==> src/rtl/panel_pkg.sv <==
// rtl/panel_pkg.sv - shared types and default constants for the front-panel conditioner
package panel_pkg;

    typedef enum logic [1:0] {
        IDLE   = 2'd0,
        STEP   = 2'd1,
        HOLD   = 2'd2,
        REPEAT = 2'd3
    } adv_state_t;

    localparam int TICK_DIV_DEF = 100;
    localparam int DEB_CYC_DEF  = 4;
    localparam int REP_DLY_DEF  = 3;
    localparam int SYNC_STAGES  = 2;

endpackage

==> src/rtl/btn_debounce.sv <==
// rtl/btn_debounce.sv - two-flop synchronizer plus consecutive-cycle debounce for one button
//
// Ports:
//   clk      system clock
//   rst      synchronous active-high reset
//   btn_raw  asynchronous raw button level
//   btn_deb  debounced level; follows btn_raw 2+DEB_CYC cycles after a clean change
module btn_debounce
    import panel_pkg::*;
#(
    parameter int DEB_CYC = DEB_CYC_DEF
) (
    input  logic clk,
    input  logic rst,
    input  logic btn_raw,
    output logic btn_deb
);

    localparam int CNT_W = $clog2(DEB_CYC + 1);

    logic [SYNC_STAGES-1:0] sync_q, sync_d;
    logic [CNT_W-1:0]       cnt_q, cnt_d;
    logic                   stable_q, stable_d;

    always_comb begin
        sync_d   = {sync_q[SYNC_STAGES-2:0], btn_raw};
        stable_d = stable_q;
        cnt_d    = '0;
        // Any agreeing cycle restarts the count, so only an unbroken run of
        // DEB_CYC mismatching cycles is accepted.
        if (sync_q[SYNC_STAGES-1] != stable_q) begin
            if (cnt_q == CNT_W'(DEB_CYC - 1)) begin
                stable_d = sync_q[SYNC_STAGES-1];
            end else begin
                cnt_d = cnt_q + 1'b1;
            end
        end
    end

    always_ff @(posedge clk) begin
        if (rst) begin
            sync_q   <= '0;
            cnt_q    <= '0;
            stable_q <= 1'b0;
        end else begin
            sync_q   <= sync_d;
            cnt_q    <= cnt_d;
            stable_q <= stable_d;
        end
    end

    assign btn_deb = stable_q;

endmodule

==> src/rtl/panel_input_ctrl.sv <==
// rtl/panel_input_ctrl.sv - front-panel conditioner: debounce, Pulse prescaler, mode levels, advance enables
//
// Ports:
//   clk, rst                     system clock, synchronous active-high reset
//   btn_timeset/alarmset/minadv/hrsadv/alarmon   raw asynchronous buttons
//   Pulse                        square wave, period TICK_DIV clk, high for the upper half
//   tick                         one-clk strobe in the last cycle of each Pulse period
//   Timeset, Alarmset, Alarmon   debounced levels, updated only on tick
//   Minadv, Hrsadv               advance enables (single step, then auto-repeat)
//
// Build option ALARMON_TOGGLE_EN: Alarmon becomes a toggle that flips at the
// tick following one or more debounced rising edges of btn_alarmon.
module panel_input_ctrl
    import panel_pkg::*;
#(
    parameter int TICK_DIV = TICK_DIV_DEF,
    parameter int DEB_CYC  = DEB_CYC_DEF,
    parameter int REP_DLY  = REP_DLY_DEF
) (
    input  logic clk,
    input  logic rst,
    input  logic btn_timeset,
    input  logic btn_alarmset,
    input  logic btn_minadv,
    input  logic btn_hrsadv,
    input  logic btn_alarmon,
    output logic Pulse,
    output logic tick,
    output logic Timeset,
    output logic Alarmset,
    output logic Alarmon,
    output logic Minadv,
    output logic Hrsadv
);

    localparam int DIV_W  = $clog2(TICK_DIV);
    localparam int HOLD_W = $clog2(REP_DLY + 1);

    localparam int B_TS  = 0;
    localparam int B_AS  = 1;
    localparam int B_MIN = 2;
    localparam int B_HRS = 3;
    localparam int B_AON = 4;

    logic [4:0] btn_raw;
    logic [4:0] btn_deb;

    assign btn_raw = {btn_alarmon, btn_hrsadv, btn_minadv, btn_alarmset, btn_timeset};

    for (genvar g = 0; g < 5; g++) begin : g_deb
        btn_debounce #(.DEB_CYC(DEB_CYC)) u_deb (
            .clk     (clk),
            .rst     (rst),
            .btn_raw (btn_raw[g]),
            .btn_deb (btn_deb[g])
        );
    end

    // Prescaler
    logic [DIV_W-1:0] div_cnt_q, div_cnt_d;
    logic             pulse_q, pulse_d;
    logic             tick_w;

    assign tick_w = (div_cnt_q == DIV_W'(TICK_DIV - 1));

    always_comb begin
        div_cnt_d = tick_w ? '0 : div_cnt_q + 1'b1;
        // Computed from the next count so the registered Pulse lines up with div_cnt_q.
        pulse_d   = (div_cnt_d >= DIV_W'(TICK_DIV / 2));
    end

    // Tick-aligned mode levels
    logic timeset_q, timeset_d;
    logic alarmset_q, alarmset_d;
    logic alarmon_q, alarmon_d;

    always_comb begin
        timeset_d  = tick_w ? btn_deb[B_TS] : timeset_q;
        alarmset_d = tick_w ? btn_deb[B_AS] : alarmset_q;
    end

`ifdef ALARMON_TOGGLE_EN
    logic alarmon_prev_q, alarmon_prev_d;
    logic alarmon_pend_q, alarmon_pend_d;
    logic alarmon_rise;

    // Rising edges are collected until the next tick, where any number of them
    // counts as a single toggle.
    always_comb begin
        alarmon_rise   = btn_deb[B_AON] & ~alarmon_prev_q;
        alarmon_prev_d = btn_deb[B_AON];
        alarmon_pend_d = tick_w ? 1'b0 : (alarmon_pend_q | alarmon_rise);
        alarmon_d      = tick_w ? (alarmon_q ^ (alarmon_pend_q | alarmon_rise)) : alarmon_q;
    end
`else
    always_comb begin
        alarmon_d = tick_w ? btn_deb[B_AON] : alarmon_q;
    end
`endif

    always_ff @(posedge clk) begin
        if (rst) begin
            div_cnt_q      <= '0;
            pulse_q        <= 1'b0;
            timeset_q      <= 1'b0;
            alarmset_q     <= 1'b0;
            alarmon_q      <= 1'b0;
`ifdef ALARMON_TOGGLE_EN
            alarmon_prev_q <= 1'b0;
            alarmon_pend_q <= 1'b0;
`endif
        end else begin
            div_cnt_q      <= div_cnt_d;
            pulse_q        <= pulse_d;
            timeset_q      <= timeset_d;
            alarmset_q     <= alarmset_d;
            alarmon_q      <= alarmon_d;
`ifdef ALARMON_TOGGLE_EN
            alarmon_prev_q <= alarmon_prev_d;
            alarmon_pend_q <= alarmon_pend_d;
`endif
        end
    end

    // Advance FSMs: index 0 = minutes, 1 = hours. Evaluated only on tick so the
    // registered enables are stable across each Pulse rising edge.
    adv_state_t        adv_st_q  [2];
    logic [HOLD_W-1:0] hold_cnt_q[2];
    logic [1:0]        adv_q;
    logic [1:0]        adv_press;
    logic              adv_ok;

    assign adv_press = {btn_deb[B_HRS], btn_deb[B_MIN]};
    assign adv_ok    = btn_deb[B_TS] ^ btn_deb[B_AS];

    always_ff @(posedge clk) begin
        if (rst) begin
            for (int i = 0; i < 2; i++) begin
                adv_st_q[i]   <= IDLE;
                hold_cnt_q[i] <= '0;
            end
            adv_q <= '0;
        end else if (tick_w) begin
            for (int i = 0; i < 2; i++) begin
                if (!adv_ok) begin
                    adv_st_q[i] <= IDLE;
                    adv_q[i]    <= 1'b0;
                end else begin
                    case (adv_st_q[i])
                        IDLE: begin
                            if (adv_press[i]) begin
                                adv_st_q[i] <= STEP;
                                adv_q[i]    <= 1'b1;
                            end
                        end
                        STEP: begin
                            adv_q[i] <= 1'b0;
                            if (adv_press[i]) begin
                                adv_st_q[i]   <= HOLD;
                                hold_cnt_q[i] <= HOLD_W'(1);
                            end else begin
                                adv_st_q[i] <= IDLE;
                            end
                        end
                        HOLD: begin
                            if (!adv_press[i]) begin
                                adv_st_q[i] <= IDLE;
                            end else if (hold_cnt_q[i] == HOLD_W'(REP_DLY)) begin
                                adv_st_q[i] <= REPEAT;
                                adv_q[i]    <= 1'b1;
                            end else begin
                                hold_cnt_q[i] <= hold_cnt_q[i] + 1'b1;
                            end
                        end
                        REPEAT: begin
                            if (!adv_press[i]) begin
                                adv_st_q[i] <= IDLE;
                                adv_q[i]    <= 1'b0;
                            end
                        end
                        default: begin
                            adv_st_q[i] <= IDLE;
                            adv_q[i]    <= 1'b0;
                        end
                    endcase
                end
            end
        end
    end

    assign Pulse    = pulse_q;
    assign tick     = tick_w;
    assign Timeset  = timeset_q;
    assign Alarmset = alarmset_q;
    assign Alarmon  = alarmon_q;
    assign Minadv   = adv_q[0];
    assign Hrsadv   = adv_q[1];

endmodule
==> config.mk <==
export PLATFORM = sky130hd
export DESIGN_NAME = panel_input_ctrl
export DESIGN_NICKNAME = d
export VERILOG_FILES = /design/src/rtl/panel_pkg.sv /design/src/rtl/btn_debounce.sv /design/src/rtl/panel_input_ctrl.sv
export SDC_FILE = /design/constraint.sdc
export NUM_CORES = 1
export LEC_CHECK = 0
export CAP_MARGIN = 20
export CORE_ASPECT_RATIO = 0.9
export CORE_MARGIN = 2
export CORE_UTILIZATION = 30
export CTS_CLUSTER_SIZE = 24
export DETAILED_ROUTE_END_ITERATION = 10
export RECOVER_POWER = 25
export SETUP_SLACK_MARGIN = 0.2
export SKIP_CTS_REPAIR_TIMING = 1
export SLEW_MARGIN = 5
export SYNTH_ARGS = -nofsm -noshare
export SYNTH_HDL_FRONTEND = slang
export SYNTH_HIERARCHICAL = 1
export SYNTH_SLANG_ARGS = --single-unit
==> constraint.sdc <==
create_clock -name clk -period 4.15 [get_ports clk]
set_clock_uncertainty 0.1 [all_clocks]
set_input_delay 0.83 -clock clk [delete_from_list [all_inputs] [get_ports clk]]
set_output_delay 0.83 -clock clk [all_outputs]
set_load 0.1 [all_outputs]
# Yosys cells after proc, flatten, opt, wreduce, memory -nomap -nowiden
# Memories as Yosys holds them, arrays and structs flattened.
# Index checks and enable logic that the tools add are counted.
[totals]
reg_bits = 43
ram_bits = 8
input_bits = 7
elab_cells = 217
memories = 2
[op_classes]
n_addsub = 8
order_cmp = 1
eq_ne = 27
mux = 119
bitwise = 24
reduce_logical = 14
[memory_table]
columns = ["name", "words", "width", "read_ports", "rd_clocked_by_memory_dff", "wr", "line_no", "rtl"]
rows = [
  ["adv_st_q", 2, 2, 2, 0, 2, "panel_input_ctrl.sv:127", "adv_state_t adv_st_q [2];"],
  ["hold_cnt_q", 2, 2, 2, 0, 2, "panel_input_ctrl.sv:128", "logic [HOLD_W-1:0] hold_cnt_q[2];"],
]
[ops]
columns = ["operator", "count"]
rows = [
  ["1-bit 2-to-1 mux", 98],
  ["2-bit 2-to-1 mux", 18],
  ["1-bit bitwise OR", 18],
  ["3-bit by 1-bit adder with 3-bit output (second input constant)", 5],
  ["3-bit by 2-bit equality test with 1-bit output (second input constant)", 5],
  ["3-bit OR reduction", 5],
  ["2-bit equality test (second input constant)", 6],
  ["3-bit by 2-bit != test with 1-bit output (second input constant)", 4],
  ["3-bit != test (second input constant)", 4],
  ["2-bit AND reduction", 5],
  ["5-bit AND reduction", 2],
  ["1-bit case mux with 4 select lines", 2],
  ["7-bit by 1-bit adder with 7-bit output (second input constant)", 1],
  ["7-bit equality test (second input constant)", 1],
  ["7-bit by 6-bit greater-or-equal comparator with 1-bit output (second input constant)", 1],
  ["7-bit 2-to-1 mux", 1],
  ["1-bit != test", 5],
  ["1-bit NOT", 5],
  ["2-bit by 1-bit adder with 2-bit output (second input constant)", 2],
  ["2-bit by 1-bit equality test with 1-bit output (second input constant)", 2],
  ["2-bit zero test", 2],
  ["1-bit XOR", 1],
]

# Logic depth before layout (Yosys ltp)
[depth]
word_depth = 12
depth_mapped = 7
mapped_depth_nobuf = 6

# Cells and area by module
# The synthesis kept the hierarchy.
[by_module_without_submodules]
columns = ["module", "n_inst", "cells_per_inst", "area_each_um2", "seq_area_each_um2"]
rows = [
  ["panel_input_ctrl", 1, 119, 1146.1, 500.5],
  ["btn_debounce", 5, 17, 211.5, 120.1],
]

# Least setup slack after synthesis
# No wires, ideal clock.
[synth_timing]
path_kind = "register to output"
start = "register div_cnt_q[3]"
end = "output port tick"
arrival_ps = 1276
required_time_ps = 3220
slack_ps = 1944
stages_incl_launch_ff = 6
path_cell_list = "dfxtp_1 -> buf_6 -> nor4b_4 -> nand3_4 -> clkinv_2 -> buf_4"
[synth_between]
elab_chain_len = 1
[synth_rtl]
columns = ["element", "line_no", "rtl"]
rows = [
  ["start, declared", "panel_input_ctrl.sv:60", "logic [DIV_W-1:0] div_cnt_q, div_cnt_d;"],
  ["start signal, assigned", "panel_input_ctrl.sv:113", "div_cnt_q <= div_cnt_d;"],
  ["7-bit equality test", "panel_input_ctrl.sv:64", "assign tick_w = (div_cnt_q == DIV_W'(TICK_DIV - 1));"],
  ["end, declared", "panel_input_ctrl.sv:28", "output logic tick,"],
]
# No other way between the ends.

# Worst setup path after layout
[layout_timing]
start = "register div_cnt_q[0]"
end = "output port tick"
# The elaborated chain is that of the path after synthesis.

==> results.yml <==
synth:
  ys.flop_type: "dfxtp_1"
  synth-seq-cells: 51
  avgSynthCellArea_um2: 10.8
  seq_area_frac_synth_pct: 50.0
  yosysTopAreaCellShare_pct: 39.1
  netlist_area_mm2: 0.00220
  synth_nets: 225
  synthCells: 204
  yosys-top-cells-area: "dfxtp_1 (39%), edfxtp_1 (11%), ha_1 (8.0%)"
  async_flop_share_pct: 0
  ys_types: 41
  yosysTopAreaCell: "dfxtp_1"
  synth_edf_count: 8
  ys_warn_count: 6
layout:
  multi_input_area_mm2: 0.00104
  drive_gt1_share_pct: 8.11
  seqCellArea_mm2: 0.00110
  layout.nets: 242
  mostFrequentLayoutCells: "dfxtp_1 (43), nor2_1 (14), ha_1 (14)"
  syn_to_final_growth_pct: 14.3
  diodes: 0
  nFillCells: 731
  final_common_cell: "dfxtp_1"
die:
  die_area_mm2: 0.00805
  dieHeight_um: 85.3
  rows: 29
  initial_core_util_pct: 31.1
  ios: 14
  fp.dieW_um: 94.3
  core_area_mm2: 0.00708
detailed_routing:
  dr.max_layer_used: "met4"
  dr_wl_met2_um: 1460
  drt-met1-wl_um: 1930
  vias_per_cell: 4.61
  drtIter0Drc: 87
  wl_um: 3540
  drc: 0
  vias: 1452
  met3_wirelength_um: 113
  dr.pass1.iters: 5
  wl_per_cell_um: 11.2
  ant_nets: 0
setup_path:
  path_cells: "ha_1, nand3_4, clkinvlp_2, buf_4"
  crit_fanout: 17
  reg2regPathDepth: 6
  critPathArrivalTime_ns: 2.16
  critPathSlowestCell: "clkinvlp_2"
  crit_path_max_incr_delay_ns: 0.58
  startpoint_type: "flip-flop"
  rr_startpoint: "div_cnt_q[0]$_SDFF_PP0_"
  criticalPathCategory: "reg2out"
  worstPathRequired_ns: 3.22
  timing.critical_path.from: "div_cnt_q[0]$_SDFF_PP0_"
  endpoint_kind: "output pin"
  reg2reg_to: "Pulse$_SDFF_PP0_"
  reg2reg_slack_ns: 1.88
hold_path:
  hold_path_depth: 1
  hold_path_end: "g_deb[3].u_deb/cnt_q[0]$_SDFF_PP0_"
  hold_class: "reg2reg"
  worstHoldStart: "g_deb[3].u_deb/cnt_q[0]$_SDFF_PP0_"
timing:
  max_freq_ghz: 0.323
  finalSetupViolCount: 0
  maxSlewViolCount: 0
  fin_crit_ns: 3.09
  holdWs_ns: 0.334
  rsz0062_at_grt: "false"
  post-route-period-util_pct: 74.5
  worstMarginPinSlew_ns: 1.49
  hold_violations: 0
  relSlewSlack_pct: 0.772
  fin_ws_ns: 1.06
  fin_tns_setup_ns: 0
clocking:
  htreeDepth: 2
  root_buffer: "clkbuf_8"
  cts_tree: "done"
  numCtsBuffers: 5
  cts.sink_count: 51
  clk_transition_reported_paths_ns: 0.09
  cts_buffer_depth: 2
  clk_latency_ns: 0.30
global_routing:
  grt_pass1_wl_um: 6440
  grt_max_degree: 33
  antenna_found_initial: 0
  grt_util_all_layers_pct: 10.1
  first_global_vias: 1411
  grt_overflow: 0
pwr:
  peakVddDrop_v: 0.000230
  p_leak_nw: 0.880
  power_density_mw_per_mm2: 349
placement:
  post-place-ws_ns: 1.76
  numPortBuffers: 13
  gp_congestion: 0.782
  hpwl_um: 2480
status:
  status: "finished, final reports clean"
job:
  max_cap_violations: 0
[stage by stage]
step | area [µm²] | power [mW] | cells | util [%]
3_3_place_gp | 2420 | 0.572 | 307 | 34.3
6_report | 2520 | 0.879 | 315 | 35.6
5_1_grt | 2520 | 0.926 | 315 | 35.6
2_1_floorplan | 2200 | 0.556 | 204 | -
3_5_place_dp | 2420 | 0.573 | 307 | 34.3
4_1_cts | 2530 | 0.895 | 315 | 35.8
[registers in the layout, summed over array words and instances, names as in the netlist, 2 cells and up]
register and cells:
g_deb.u_deb/cnt_q 15, g_deb.u_deb/sync_q 10, div_cnt_q 7, g_deb.u_deb/btn_deb 5
adv_st_q 4, hold_cnt_q 4, adv_q 2
[per-layer routing]
| layer | vias up | track usage (%) |
|---|---|---|
| li1 | 756 | - |
| met4 | 0 | 3.56 |
| met3 | 5 | 3.55 |
| met1 | 671 | 13.9 |
| met5 | - | 0 |
| met2 | 20 | 14.7 |
[power by group]
part | internal (mW) | total, mW | switching, mW
Sequential | 0.512 | 0.520 | 0.00825
Clock | 0.158 | 0.319 | 0.161
Combinational | 0.0189 | 0.0396 | 0.0208
Total | 0.689 | 0.879 | 0.190
[worst max-delay path by stage]
stage | to | slack [ns] | cells after the start
final | tick | 1.06 | 4
after CTS | Alarmon | 1.41 | 1
after global placement | Alarmon | 1.77 | 1
after detailed placement | tick | 1.76 | 4
after floorplan | tick | 1.94 | 5
after global routing | hold_cnt_q[0][1]$_SDFFCE_PN0P_ | 0.90 | 4
[cell families after synthesis]
kind of cell    count (synthesis)  synth area share (%)
simple gates                   86                  24.9
flops                          51                  50.0
compound gates                 22                  6.36
fa+ha+maj                      14                  7.95
xor+xnor                       13                  5.51
buf+inv                        12                  2.61
mux                             6                  2.73
[cell type report]
| cell class | instances | area share, % |
|---|---|---|
| Sequential cell | 51 | 43.7 |
| Multi-Input combinational cell | 141 | 41.2 |
| Timing Repair Buffer | 14 | 4.97 |
| Tap cell | 93 | 4.62 |
| Clock buffer | 7 | 3.87 |
| Inverter | 8 | 1.24 |
| Clock inverter | 1 | 0.348 |
[critical path, delay by kind of cell, from the launching register on]
family / cells / cell delay, ns
buffers and inverters: 2 / 1.06
flip-flops: 1 / 0.35
adder cells (fa/ha/maj): 1 / 0.30
AND/OR/NAND/NOR: 1 / 0.15
[cells in the mapped netlist, types with 2 or more instances]
| cell | number |
|---|---|
| mux2i_1 | 6 |
| xnor2_1 | 10 |
| dfxtp_1 | 43 |
| nand3_1 | 3 |
| inv_1 | 7 |
| edfxtp_1 | 8 |
| xor2_1 | 2 |
| nand2b_1 | 7 |
| nor2b_1 | 13 |
| nand3b_1 | 2 |
| a21oi_1 | 7 |
| nor4b_2 | 5 |
| nor2_1 | 14 |
| ha_1 | 14 |
| nor3_1 | 8 |
| o21ai_0 | 4 |
| a31oi_1 | 3 |
| a21o_1 | 2 |
| nand2_1 | 13 |
| and3_1 | 3 |
| nor4_1 | 10 |
No activity file was read; power rests on OpenSTA's default activity.
